## config.mk

```make
export PLATFORM = sky130hd
export DESIGN_NAME = wb_mem_tester
export DESIGN_NICKNAME = d
export VERILOG_FILES = /design/src/rtl/wb_mem_tester.sv
export SDC_FILE = /design/constraint.sdc
export NUM_CORES = 1
export LEC_CHECK = 0
export ABC_AREA = 1
export CAP_MARGIN = 20
export CORE_MARGIN = 2
export CORE_UTILIZATION = 30
export CTS_CLUSTER_DIAMETER = 200
export DETAILED_ROUTE_END_ITERATION = 6
export PLACE_DENSITY = 0.57
export SYNTH_ARGS = -nofsm -noshare
export SYNTH_HDL_FRONTEND = slang
export SYNTH_SLANG_ARGS = --single-unit
```

## constraint.sdc

```tcl
create_clock -name clk -period 3.4 [get_ports clk]
set_input_delay 0.34 -clock clk [delete_from_list [all_inputs] [get_ports clk]]
set_output_delay 0.34 -clock clk [all_outputs]
set_load 0.02 [all_outputs]
```

## src/rtl/wb_mem_tester.sv

```systemverilog
// Wishbone classic master memory self-test: writes a seeded pattern over a word
// range, reads it back, and reports mismatches and bus timeouts.
module wb_mem_tester #(
  parameter logic [31:0] START_ADDR = 32'h0000_0000,
  parameter int          WORD_COUNT = 256,
  parameter logic [31:0] SEED       = 32'hA5A5_5A5A,
  parameter int          TIMEOUT    = 255
) (
  input  logic        clk,
  input  logic        rst,
  input  logic        start,
  output logic        busy,
  output logic        done,
  output logic        pass,
  output logic        timeout,
  output logic [15:0] err_count,
  output logic [31:0] err_addr,
  output logic [31:0] err_data,
  output logic        wbm_cyc_o,
  output logic        wbm_stb_o,
  output logic [31:0] wbm_addr_o,
  output logic [2:0]  wbm_cti_o,
  output logic [1:0]  wbm_bte_o,
  output logic [3:0]  wbm_sel_o,
  output logic        wbm_we_o,
  output logic [31:0] wbm_data_o,
  input  logic [31:0] wbm_data_i,
  input  logic        wbm_ack_i
);
  typedef enum logic [2:0] {IDLE, WR, WR_GAP, RD, RD_GAP, DONE} state_t;

  localparam logic [15:0] LAST_IDX = 16'(WORD_COUNT - 1);
  localparam logic [31:0] TMO_LAST = 32'(TIMEOUT - 1);

  state_t      state, state_next;
  logic        start_prev;
  logic [15:0] idx;
  logic [31:0] tcnt;
  logic        start_go, acked, tmo_hit, last, mismatch;
  logic [31:0] pat_cur;

  function automatic logic [31:0] pattern(input logic [15:0] i);
    return {i, ~i} ^ SEED;
  endfunction

  function automatic logic [31:0] word_addr(input logic [15:0] i);
    return START_ADDR + {14'd0, i, 2'b00};
  endfunction

  function automatic logic [15:0] sat_inc(input logic [15:0] c);
    return (c == 16'hFFFF) ? c : c + 16'd1;
  endfunction

  assign wbm_stb_o = wbm_cyc_o;
  assign wbm_cti_o = 3'b000;
  assign wbm_bte_o = 2'b00;
  assign wbm_sel_o = 4'b1111;

  always_comb begin
    start_go   = start & ~start_prev & ((state == IDLE) || (state == DONE));
    acked      = wbm_cyc_o & wbm_ack_i;
    tmo_hit    = wbm_cyc_o & ~wbm_ack_i & (tcnt == TMO_LAST);
    last       = (idx == LAST_IDX);
    pat_cur    = pattern(idx);
    mismatch   = acked & (state == RD) & (wbm_data_i != pat_cur);
    state_next = state;
    case (state)
      IDLE, DONE: if (start_go) state_next = WR;
      WR: begin
        if (acked)        state_next = last ? RD : WR_GAP;
        else if (tmo_hit) state_next = DONE;
      end
      WR_GAP: state_next = WR;
      RD: begin
        if (acked)        state_next = last ? DONE : RD_GAP;
        else if (tmo_hit) state_next = DONE;
      end
      RD_GAP: state_next = RD;
      default: state_next = IDLE;
    endcase
  end

  always_ff @(posedge clk) begin
    if (!rst) state <= IDLE;
    else      state <= state_next;
  end

  // Bus and status registers; cyc/stb are asserted on the first cycle spent
  // in WR/RD with the bus idle, so every access is preceded by an idle cycle.
  always_ff @(posedge clk) begin
    start_prev <= start;
    if (!rst) begin
      busy       <= 1'b0;
      done       <= 1'b0;
      pass       <= 1'b0;
      timeout    <= 1'b0;
      err_count  <= 16'd0;
      err_addr   <= 32'd0;
      err_data   <= 32'd0;
      idx        <= 16'd0;
      tcnt       <= 32'd0;
      wbm_cyc_o  <= 1'b0;
      wbm_we_o   <= 1'b0;
      wbm_addr_o <= 32'd0;
      wbm_data_o <= 32'd0;
    end else begin
      case (state)
        IDLE, DONE: begin
          if (start_go) begin
            busy      <= 1'b1;
            done      <= 1'b0;
            pass      <= 1'b0;
            timeout   <= 1'b0;
            err_count <= 16'd0;
            err_addr  <= 32'd0;
            err_data  <= 32'd0;
            idx       <= 16'd0;
          end
        end
        WR, RD: begin
          if (!wbm_cyc_o) begin
            wbm_cyc_o  <= 1'b1;
            wbm_we_o   <= (state == WR);
            wbm_addr_o <= word_addr(idx);
            if (state == WR) wbm_data_o <= pat_cur;
            tcnt <= 32'd0;
          end else if (acked) begin
            wbm_cyc_o <= 1'b0;
            idx       <= last ? 16'd0 : idx + 16'd1;
            if (mismatch) begin
              err_count <= sat_inc(err_count);
              if (err_count == 16'd0) begin
                err_addr <= wbm_addr_o;
                err_data <= wbm_data_i;
              end
            end
            if ((state == RD) && last) begin
              busy <= 1'b0;
              done <= 1'b1;
              pass <= (err_count == 16'd0) && !mismatch;
            end
          end else if (tmo_hit) begin
            wbm_cyc_o <= 1'b0;
            timeout   <= 1'b1;
            pass      <= 1'b0;
            done      <= 1'b1;
            busy      <= 1'b0;
          end else begin
            tcnt <= tcnt + 32'd1;
          end
        end
        default: ;
      endcase
    end
  end

endmodule

```

Word-level counts from Yosys, hierarchy flattened:

Index checks and enable logic that the tools add are counted.

* add/subtract/negate cells: 3
* equal/unequal tests: 21
* mux-type cells: 53
* bitwise logic cells: 12
* reductions and logical operators: 17

Operators with widths (number)
* 2-to-1 mux 32 bit: 12
* 2-to-1 mux 16 bit: 8
* one-hot mux 32 bit (2 select lines): 2
* one-hot mux 16 bit (2 select lines): 2
* adder 16 x 1 -> 16 bit, second input constant: 2
* adder 32 x 1 -> 32 bit, second input constant: 1
* == test 32 x 8 -> 1 bit, second input constant: 1
* inequality test 32 bit: 1
* NOT 16 bit: 2
* 2-to-1 mux 1 bit: 20
* inequality test 2 bit, second input constant: 10
* == test 16 bit, second input constant: 1
* == test 16 x 8 -> 1 bit, second input constant: 1
* logical NOT 16 bit: 1
* one-hot mux 3 bit (5 select lines): 1
* 2-to-1 mux 3 bit: 4
* AND reduction 6 bit: 2
* AND reduction 5 bit: 2
* one-hot mux 1 bit (2 select lines): 4
* bitwise AND 1 bit: 7
* == test 3 x 2 -> 1 bit, second input constant: 2
* == test 3 bit, second input constant: 2
* inequality test 3 bit, second input constant: 2
* AND reduction 3 bit: 2
* 10 further kinds: 14

* register bits after elaboration: 186
* bits of input ports: 36
* output and inout port bits: 160

Depth between registers and ports, before layout:

Gate-level depths: netlist of run 1.

* depth in word-level cells: 10
* mapped depth: 16
* depth with buffers taken out: 14

Worst setup path after synthesis of run 1:

OpenSTA, ideal clock, no wires.

* kind: register to register
* from: register err_count[0]
* to: register err_count[0]
* library setup time: 0.115 ns
* data arrival time: 1.766 ns
* data required time: 3.285 ns
* setup slack: 1.519 ns
* stages on the path, launching flop included: 10
* buffers on the path: 1
* clock period less this slack: 1.881 ns
* cells stage by stage: dfxtp_1 ha_1 nand2_1 nor2_1 nand2_1 nor3_2 a21oi_4 buf_2 a21oi_1 nor2_1

* word-level cells in the longest chain between the ends: 6
* elaborated cells on any way between the ends: 9
* those cells by class: add/sub: 1; eq/ne: 2; mux: 5; reduce/logical: 1

Ends and longest elaborated chain
* start: declaration: line 16 `output logic [15:0] err_count,`
* start signal: assignment: line 131 `err_count <= sat_inc(err_count);`
* adder 16 x 1 -> 16 bit: line 51 `return (c == 16'hFFFF) ? c : c + 16'd1;`
* 2-to-1 mux 16 bit: line 51
* 2-to-1 mux 16 bit: line 130 `if (mismatch) begin`
* 2-to-1 mux 16 bit: line 127 `end else if (acked) begin`
* 2-to-1 mux 16 bit: line 121 `if (!wbm_cyc_o) begin`
* one-hot mux 16 bit (2 select lines): line 107 `case (state)`

Several ways; a longest one is shown, not always the timed one. The select of a mux whose other input is x is not followed.
A chain may end at the register's enable or synchronous reset.

Worst setup path after layout of run 1:

* from: register err_count[0]
* to: register err_addr[13]

* word-level cells in the longest chain between the ends: 3

Ends and longest elaborated chain
* logical NOT 16 bit: line 132 `if (err_count == 16'd0) begin`
* inequality test 2 bit (no line)
* AND reduction 6 bit (no line)
* end signal: assignment: line 133 `err_addr <= wbm_addr_o;`
* end: declaration: line 17 `output logic [31:0] err_addr,`

Every way passes these cells.

==> results of run 1 <==
==> routing by layer <==
layer | vias to the layer above | global-route usage
met5 | - | 0
met4 | 0 | 0.04732
met3 | 22 | 0.03870
met2 | 256 | 0.2783
met1 | 3746 | 0.2338
li1 | 4194 | -
==> where the power goes <==
part | total [mW] | internal, mW | switching (mW)
logic | 1.20 | 0.458 | 0.740
registers | 2.06 | 1.94 | 0.118
clock network | 1.85 | 1.05 | 0.801
==> layout make-up <==
class | count | area, um2
clock inverter | 10 | 93.84
multi-input combinational | 942 | 4404
inverter | 124 | 465.4
sequential | 154 | 3083
tap | 378 | 473.0
clock buffer | 22 | 464.2
timing repair buffer | 165 | 1619
fill | 2965 | 17330
==> flip-flops by register name, summed over array words and instances, names as in the netlist, 3 cells and up <==
register / cells
state: 3
wbm_data_o: 16
err_data: 32
err_count: 16
err_addr: 16
idx: 16
tcnt: 32
wbm_addr_o: 16
==> cell families (layout without fill, tap and decap cells) <==
logic type | Yosys count | after routing | synth area share
and+or+nand+nor | 698 | 698 | 0.3415
DFF | 154 | 154 | 0.3610
xor gates and xnor gates | 36 | 36 | 0.03692
other | 2 | 41 | 0.0008794
buffers and inverters | 238 | 321 | 0.1404
AOI/OAI and AO/OA | 162 | 162 | 0.1119
adders and majority gates | 5 | 5 | 0.007326
==> cell usage in the layout, fill, tap and decap left out, types with 21 or more instances in the layout <==
master and n:
a21oi_1 75, clkdlybuf4s50_1 153, conb_1 41, dfxtp_1 154, inv_1 109, nand2_1 279, nand3_1 69, nor2_1 268
nor3_1 29, o21ai_0 47, o21bai_1 21, xor2_1 23
==> worst reg2reg max path, delay by kind of cell, from the launching register on <==
kind                     cells  cell delay [ns]
AND/OR/NAND/NOR              9             1.31
adder cells (fa/ha/maj)      1             0.15
buffers and inverters        2             0.68
flip-flops                   1             0.38
==> how the worst max path moves through the flow <==
stage / start / endpoint / slack [ns] / cells past startpoint
3_3_place_gp: wbm_ack_i / err_data[5]$_SDFFE_PN0P_ / 0.73 / 13
3_5_place_dp: wbm_ack_i / err_addr[13]$_SDFFE_PN0P_ / 0.69 / 13
4_1_cts: err_count[1]$_SDFFE_PN0P_ / err_addr[13]$_SDFFE_PN0P_ / 0.82 / 12
5_1_grt: err_count[1]$_SDFFE_PN0P_ / err_addr[16]$_SDFFE_PN0P_ / 0.53 / 12
2_1_floorplan: err_count[0]$_SDFFE_PN0P_ / err_count[0]$_SDFFE_PN0P_ / 1.52 / 9
6_report: err_count[0]$_SDFFE_PN0P_ / err_addr[13]$_SDFFE_PN0P_ / 0.78 / 12
==> stage by stage <==
| stage | instances | cell area [um2] | utilization | hold slack (ns) |
|---|---|---|---|---|
| finish | 1795 | 10600 | 0.3796 | 0.4497 |
| global route | 1795 | 10600 | 0.3796 | 0.4688 |
| CTS | 1795 | 10600 | 0.3796 | 0.4568 |
| detailed placement | 1763 | 10040 | 0.3596 | 0.4431 |
| global placement | 1763 | 10040 | 0.3596 | 0.4319 |
| floorplan | 1334 | 8686 | - | 0.3677 |
==> impl_results.md, run 1 <==
- Biggest area consumer among synthesized cells: dfxtp_1
- Post-synthesis cell type count: 43
- TritonRoute pass-1 iters: 5
- Slew HR: 0.3702
- DR top layer: met4
- Final nets: 1445
- CP dominant cell by count: nand2_1
- Worst Clk Skew: 0.01010 ns
- Vias in the first global route: 7604
- DRC viols: 0
- Pre-CTS WS: 0.6912 ns
- Total negative slack: 0 ns
- First-pass GRT wire length: 41.52 mm
- Beginning of the worst hold path: wbm_we_o$_SDFFE_PN0P_
- Top delay family on crit path: simple AND/OR/NAND/NOR gates
- Max Fclk: 382.2 MHz
- Largest net degree at the start of global routing: 62
- Avg Inst Size Synth: 6.594 um2
- WP data required: 3.72 ns
- Clk Latency, worst-skew pair: 0.43 ns
- Starting Density: 0.3057
- Crit-path cells: inv_1 > ha_1 > nand2_1 > nor4_1 > nand2_1 > nor2_2 > nand3_2 > nand2_2 > buf_4 > nand2_1 > nand2_1 > nor2_1
- Peak VDD IR: 0.0002463 V
- # IOs: 196
- Reg2Reg Depth: 12
- Hold EP: wbm_we_o$_SDFFE_PN0P_
- CTS Hold Buffers Added: 0
- Wirelength per Cell: 14.70 um
- Core area: 0.02793 mm2
- Hpwl dp: 19.14 mm
- Post-Route M1 WL: 12.35 mm
- Setup bufs post-CTS: 0
- Worst Hold Class: reg -> reg
- Async SR Flop Fraction: 0
- #FFs+latches synth: 154
- Met2 Routed Length: 12.07 mm
- Crit end category: flop
- Hold path depth: 2
- Syn Inst Count: 1295
- Worst setup SP type: flop
- Status: completed
- Seq/Total Area, Yosys: 0.3610
- Number of vias in the routed layout: 8218
- FF-to-FF Start: err_count[0]$_SDFFE_PN0P_
- RSZ-0062 raised after global routing: no
- CP bufs+invs: 2
- CTS Buf Count: 17
- Period utilisation layout: 0.7696
- Port Buf Inserts: 154
- Worst Setup Path Type: reg -> reg
- Synth Cell Area: 0.008539 mm2
- Top cells by area, synth: dfxtp_1 (36%), nand2_1 (12%), nor2_1 (12%), buf_4 (5.6%), inv_1 (4.8%)
- Top cells by count, synth: nand2_1 (279), nor2_1 (268), dfxtp_1 (154)
- DR iter-0 viols: 653
- Worst EP arrival: 2.94 ns
- GRT Total Usage: 0.1732
- Diodes inserted: 0
- Initial antenna violation count: 0
- Die area: 0.02983 mm2
- CP peak stage delay: 0.57 ns
- Max Slew Vio Count: 0
- Total Power: 5.109 mW
- Total wire length: 26.38 mm
- H-tree lvl count: 4
- Area delta synth->final: 24.16%
- CP Max Fanout: 61
- Root Driver: clkbuf_16
- Crit path time final: 2.617 ns
- Setup violations, final: 0
- Setup slack after layout: 0.7834 ns
- GPL Wtd Cong: 0.8828
- P_leak: 4.258 nW
- Crit path max-delay cell type: buf_4
- Clk sinks: 154
- Primary FF master, synth: dfxtp_1
- Final hold violations: 0
- Worst-margin pin slew: 0.9447 ns
- Chip width: 172.7 um
- Crit Reg-Reg Endpoint: err_addr[13]$_SDFFE_PN0P_
- Top-count cell post-synth: nand2_1
- Height of the die: 172.7 um
- Synth top area share: 0.3610
- Antenna-violating nets left: 0
- Yosys warns: 0
- GR Overflow Total: 0
- MaxCap Viol Count: 0
- Number of synthesized flops with an enable pin: 0
- CTS resizes: 0
- CTS tree: yes
- Layout cells sized above 1: 0.06069
- PD cells: 481.8 mW/mm2
- Reg2Reg Setup Slack: 0.78 ns
- DR vias/cell: 4.578
- Row count: 61
- Met3 WL: 1.542 mm
- CTS Buffer Depth: 2
- Reg clk slew, reported paths: 0.06 ns
Note: power is estimated with default switching activity, not from simulation.
==> inputs of run 2 (changes only) <==
PLACE_DENSITY = 0.59   (was 0.57)
clock period = 2.2 ns   (was 3.4 ns; I/O delays follow)
==> impl_results.md, run 2 (synthesis results as in run 1) <==
- Status: completed
- DR vias/cell: 4.594
- Setup violations, final: 0
- Top delay family on crit path: simple AND/OR/NAND/NOR gates
- Total negative slack: 0 ns
- TritonRoute pass-1 iters: 5
- Antenna-violating nets left: 0
- MaxCap Viol Count: 0
- Die area: 0.02983 mm2
- Worst-margin pin slew: 0.6720 ns
- FF/Latch Area: 0.003084 mm2
- Total Power: 8.287 mW
- Worst Setup Path Type: reg -> reg
- Crit-path cells: nand2_4 > nor2_2 > inv_2 > buf_4 > nor2_1 > clkinv_1 > nor2_1 > nor2_1
- WP data required: 2.52 ns
- CP peak stage delay: 0.40 ns
- Slew HR: 0.5513
- Setup slack after layout: 0.1869 ns
- CTS Hold Buffers Added: 0
- Port Buf Inserts: 154
- CP Max Fanout: 14
- Height of the die: 172.7 um
- GPL Wtd Cong: 0.8791
- PD cells: 747.7 mW/mm2
- RSZ-0062 raised after global routing: no
- Final nets: 1491
- # fillers: 2984
- Vias in the first global route: 8092
- Final hold violations: 0
- GR Overflow Total: 0
- Footprint of the multi-input gates: 0.004429 mm2
- Number of vias in the routed layout: 8458
- CTS Buffer Depth: 2
- # IOs: 196
- Commonest non-fill, non-tap cell in the layout: nand2_1
- Crit path max-delay cell type: clkinv_1
- Row count: 61
- Max Slew Vio Count: 0
- GRT Total Usage: 0.1754
- Start point of the critical path: state[0]$_SDFFE_PN0P_
- Layout cells sized above 1: 0.09501
- Clk sinks: 154
- Root Driver: clkbuf_16
- First-pass GRT wire length: 42.32 mm
- CP bufs+invs: 3
- Worst setup SP type: flop
- Starting Density: 0.3057
- Largest net degree at the start of global routing: 50
- CP dominant cell by count: nor2_1
- P_leak: 4.543 nW
- Pre-CTS WS: -0.2440 ns
- CTS tree: yes
- Dpl cells: 1809
- DRC viols: 0
- Hpwl dp: 19.71 mm
- Period utilisation layout: 0.9150
- FF-to-FF Start: state[0]$_SDFFE_PN0P_
- Top flop regs: err_data: 32 flops, tcnt: 32 flops
- Reg2Reg Setup Slack: 0.19 ns
- Worst EP arrival: 2.33 ns
- Crit end category: flop
- Total wire length: 26.39 mm
- Wirelength per Cell: 14.33 um
- H-tree lvl count: 4
- DR iter-0 viols: 515
- Max Fclk: 496.7 MHz
- Beginning of the worst hold path: rst
- Non-filler cells, final: 1841
- Clk Latency, worst-skew pair: 0.44 ns
- Chip width: 172.7 um
- Peak VDD IR: 0.0004840 V
- Crit path time final: 2.013 ns
- Worst Clk Skew: 0.01280 ns
- Initial antenna violation count: 0
- Area delta synth->final: 29.80%
- Reg clk slew, reported paths: 0.07 ns
- Core area: 0.02793 mm2
- Worst Hold Class: in -> reg
- CTS Buf Count: 17
- Diodes inserted: 0
- Most frequent cells in the layout: nand2_1 (278), nor2_1 (268), dfxtp_1 (153), clkdlybuf4s50_1 (153), inv_1 (109)
[run 2: worst min-delay path, cell delays in order]
cell	delay (ns)
buf_2	0.20
nand2_1	0.10
nor2_1	0.03
[run 2: report_power, final]
| group | switching, mW | internal (mW) | leakage, nW |
|---|---|---|---|
| clock network | 1.29 | 1.86 | 0.294 |
| registers | 0.156 | 3.00 | 1.26 |
| logic | 1.18 | 0.793 | 2.99 |
| total | 2.63 | 5.66 | 4.54 |
[run 2: per-layer routing]
metal  GRT usage  up-vias  share of wire
met5           0        -              0
met4     0.05579        0          0.020
met3     0.04420       32          0.062
met2      0.2887      231           0.46
met1      0.2254     3898           0.46
li1            -     4297              -
[run 2: final cells by class]
type | instances | share of cell area
clock inverter | 12 | 0.01456
tap | 378 | 0.04267
timing repair buffer | 211 | 0.1817
clock buffer | 20 | 0.04120
multi-input combinational | 942 | 0.3996
sequential | 154 | 0.2782
inverter | 124 | 0.04199
[run 2: per-stage QoR]
step | util | instance area (um2) | hold slack [ns]
after detailed placement | 0.3737 | 10440 | 0.4426
after global placement | 0.3737 | 10440 | 0.4333
after CTS | 0.3960 | 11060 | 0.1594
after floorplan | - | 8686 | 0.2477
final | 0.3968 | 11080 | 0.1682
after global routing | 0.3968 | 11080 | 0.1832
[run 2: repair_timing]
| action | CTS | global route |
|---|---|---|
| setup endpoints to repair | 11 | 28 |
| setup buffers | 0 | 0 |
| gates resized for setup | 1 | 5 |
| pin swaps | 0 | 0 |
[run 2: final timing paths]
kind / end / cells past startpoint
max: wbm_data_o[20]$_SDFFE_PN0P_ / 8
min: err_data[12]$_SDFFE_PN0P_ / 3
max reg2reg: wbm_data_o[20]$_SDFFE_PN0P_ / 8
min reg2reg: wbm_we_o$_SDFFE_PN0P_ / 2
==> inputs of run 3 (changes only) <==
CTS_BUF_LIST = sky130_fd_sc_hd__clkbuf_2 sky130_fd_sc_hd__clkbuf_4 sky130_fd_sc_hd__clkbuf_8   (was default)
==> impl_results.md, run 3 (synthesis results as in run 1) <==
- Diodes inserted: 0
- Max Fclk: 491.4 MHz
- First-pass GRT wire length: 42.29 mm
- RSZ-0062 raised after global routing: no
- Final nets: 1491
- Crit end category: flop
- Worst-margin pin slew: 0.6659 ns
- Vias in the first global route: 8014
- GR Overflow Total: 0
- Crit-path cells: inv_2 > nand2_1 > nand3_1 > nor2_1 > nand2_1 > nor2_1 > nand2_1 > nand3_2 > nand2_2 > buf_12 > o21bai_1 > nor2_1
- Top flop regs: err_data: 32 flops, tcnt: 32 flops
- Largest net degree at the start of global routing: 50
- CP peak stage delay: 0.50 ns
- Fin area: 0.01090 mm2
- P_leak: 4.458 nW
- Worst Clk Skew: 0.01586 ns
- Most frequent cells in the layout: nand2_1 (278), nor2_1 (268), dfxtp_1 (154)
- Peak VDD IR: 0.0003593 V
- Height of the die: 172.7 um
- MaxCap Viol Count: 0
- Total negative slack: 0 ns
- Worst setup SP type: flop
- PD cells: 690.8 mW/mm2
- FF/Latch Area: 0.003083 mm2
- Placed Area: 0.01044 mm2
- Max Slew Vio Count: 0
- # IOs: 196
- Hold path depth: 3
- Beginning of the worst hold path: rst
- Layout cells sized above 1: 0.09501
- Worst Hold Class: in -> reg
- Worst Setup Path Type: reg -> reg
- Chip width: 172.7 um
- Setup slack after layout: 0.1651 ns
- Wirelength per Cell: 14.31 um
- Clk sinks: 154
- Initial antenna violation count: 0
- Setup violations, final: 0
- Starting Density: 0.3057
- GPL Wtd Cong: 0.8791
- DRC viols: 0
- Reg clk slew, reported paths: 0.09 ns
- CTS Hold Buffers Added: 0
- CTS tree: yes
- H-tree lvl count: 4
- # fillers: 3019
- Antenna-violating nets left: 0
- Die area: 0.02983 mm2
- Setup bufs post-CTS: 0
- Status: completed
- CTS Buffer Depth: 2
- Commonest non-fill, non-tap cell in the layout: nand2_1
- Period utilisation layout: 0.9249
- Slew HR: 0.5554
- Pre-CTS WS: -0.2440 ns
- CTS Buf Count: 17
- CP Max Fanout: 49
- FF-to-FF Start: idx[9]$_SDFFE_PN0P_
- WP data required: 2.56 ns
- Core area: 0.02793 mm2
- Reg2Reg Depth: 12
- Row count: 61
- Hold EP: err_data[12]$_SDFFE_PN0P_
- Area delta synth->final: 27.59%
- Reg2Reg Setup Slack: 0.17 ns
- DR iter-0 viols: 571
- TritonRoute pass-1 iters: 5
- Number of vias in the routed layout: 8444
- Port Buf Inserts: 154
- Final hold violations: 0
- Footprint of the multi-input gates: 0.004429 mm2
- Crit Reg-Reg Endpoint: err_data[28]$_SDFFE_PN0P_
- Crit path time final: 2.035 ns
- Crit path max-delay cell type: dfxtp_1
- Worst EP arrival: 2.40 ns
- DR vias/cell: 4.587
- Root Driver: clkbuf_8
- GRT Total Usage: 0.1753
- Total wire length: 26.34 mm
- Clk Latency, worst-skew pair: 0.47 ns
- Hpwl dp: 19.71 mm
-- run 3: cell count changes in the layout (fill, tap and decap cells not counted) --
cell       change
clkbuf_4       +1
clkbuf_16     -17
dfxtp_2        -1
clkbuf_8      +17
clkbuf_1       -1
dfxtp_1        +1
-- run 3: power breakdown --
part / internal, mW / leakage, nW / switching [mW]
registers: 3.00 / 1.26 / 0.156
logic: 0.793 / 2.99 / 1.18
clock network: 1.21 / 0.210 / 1.19
total: 5.00 / 4.46 / 2.52
-- run 3: worst max-delay path by stage --
stage | from | end | slack, ns | depth (start not counted)
floorplan | err_count[0]$_SDFFE_PN0P_ | err_count[0]$_SDFFE_PN0P_ | 0.32 | 9
global placement | wbm_ack_i | tcnt[7]$_SDFFE_PN0P_ | -0.16 | 9
detailed placement | wbm_ack_i | tcnt[7]$_SDFFE_PN0P_ | -0.24 | 9
CTS | wbm_cyc_o$_SDFFE_PN0N_ | wbm_cyc_o | 0.14 | 2
global route | tcnt[0]$_SDFFE_PN0P_ | tcnt[9]$_SDFFE_PN0P_ | 0.01 | 9
finish | idx[9]$_SDFFE_PN0P_ | err_data[28]$_SDFFE_PN0P_ | 0.17 | 12
-- run 3: cell type report --
| type | instances | share of cell area |
|---|---|---|
| clock buffers | 20 | 0.02469 |
| clock inverters | 12 | 0.01481 |
| inverters | 124 | 0.04272 |
| multi-input cells | 942 | 0.4065 |
| flip-flops and latches | 154 | 0.2830 |
| well taps | 378 | 0.04341 |
| repair buffers | 211 | 0.1849 |
-- run 3: worst max-delay path, delay by kind of cell (launching register included) --
| family | cells | cell delay [ns] |
|---|---|---|
| simple gates | 9 | 0.87 |
| flops | 1 | 0.50 |
| buf+inv | 2 | 0.35 |
| compound gates | 1 | 0.17 |
-- run 3: through the flow --
step	util	instances	total power [mW]	hold WS [ns]
floorplan	-	1334	4.425	0.2477
global placement	0.3737	1809	5.187	0.4333
detailed placement	0.3737	1809	5.205	0.4426
CTS	0.3893	1841	7.608	0.1058
global route	0.3900	1841	7.917	0.1183
finish	0.3900	1841	7.526	0.1330
-- run 3: what timing repair did --
item | 4_1_cts | 5_1_grt
gates resized for setup | 1 | 4
cloned | 0 | 0
setup endpoints to repair | 13 | 29
-- run 3: layer usage --
metal / GRT usage / vias up / part of all wire
met1: 0.2285 / 3894 / 0.45
met2: 0.2895 / 238 / 0.46
li1: - / 4289 / -
met3: 0.04376 / 23 / 0.068
met5: 0 / - / 0
met4: 0.04555 / 0 / 0.015
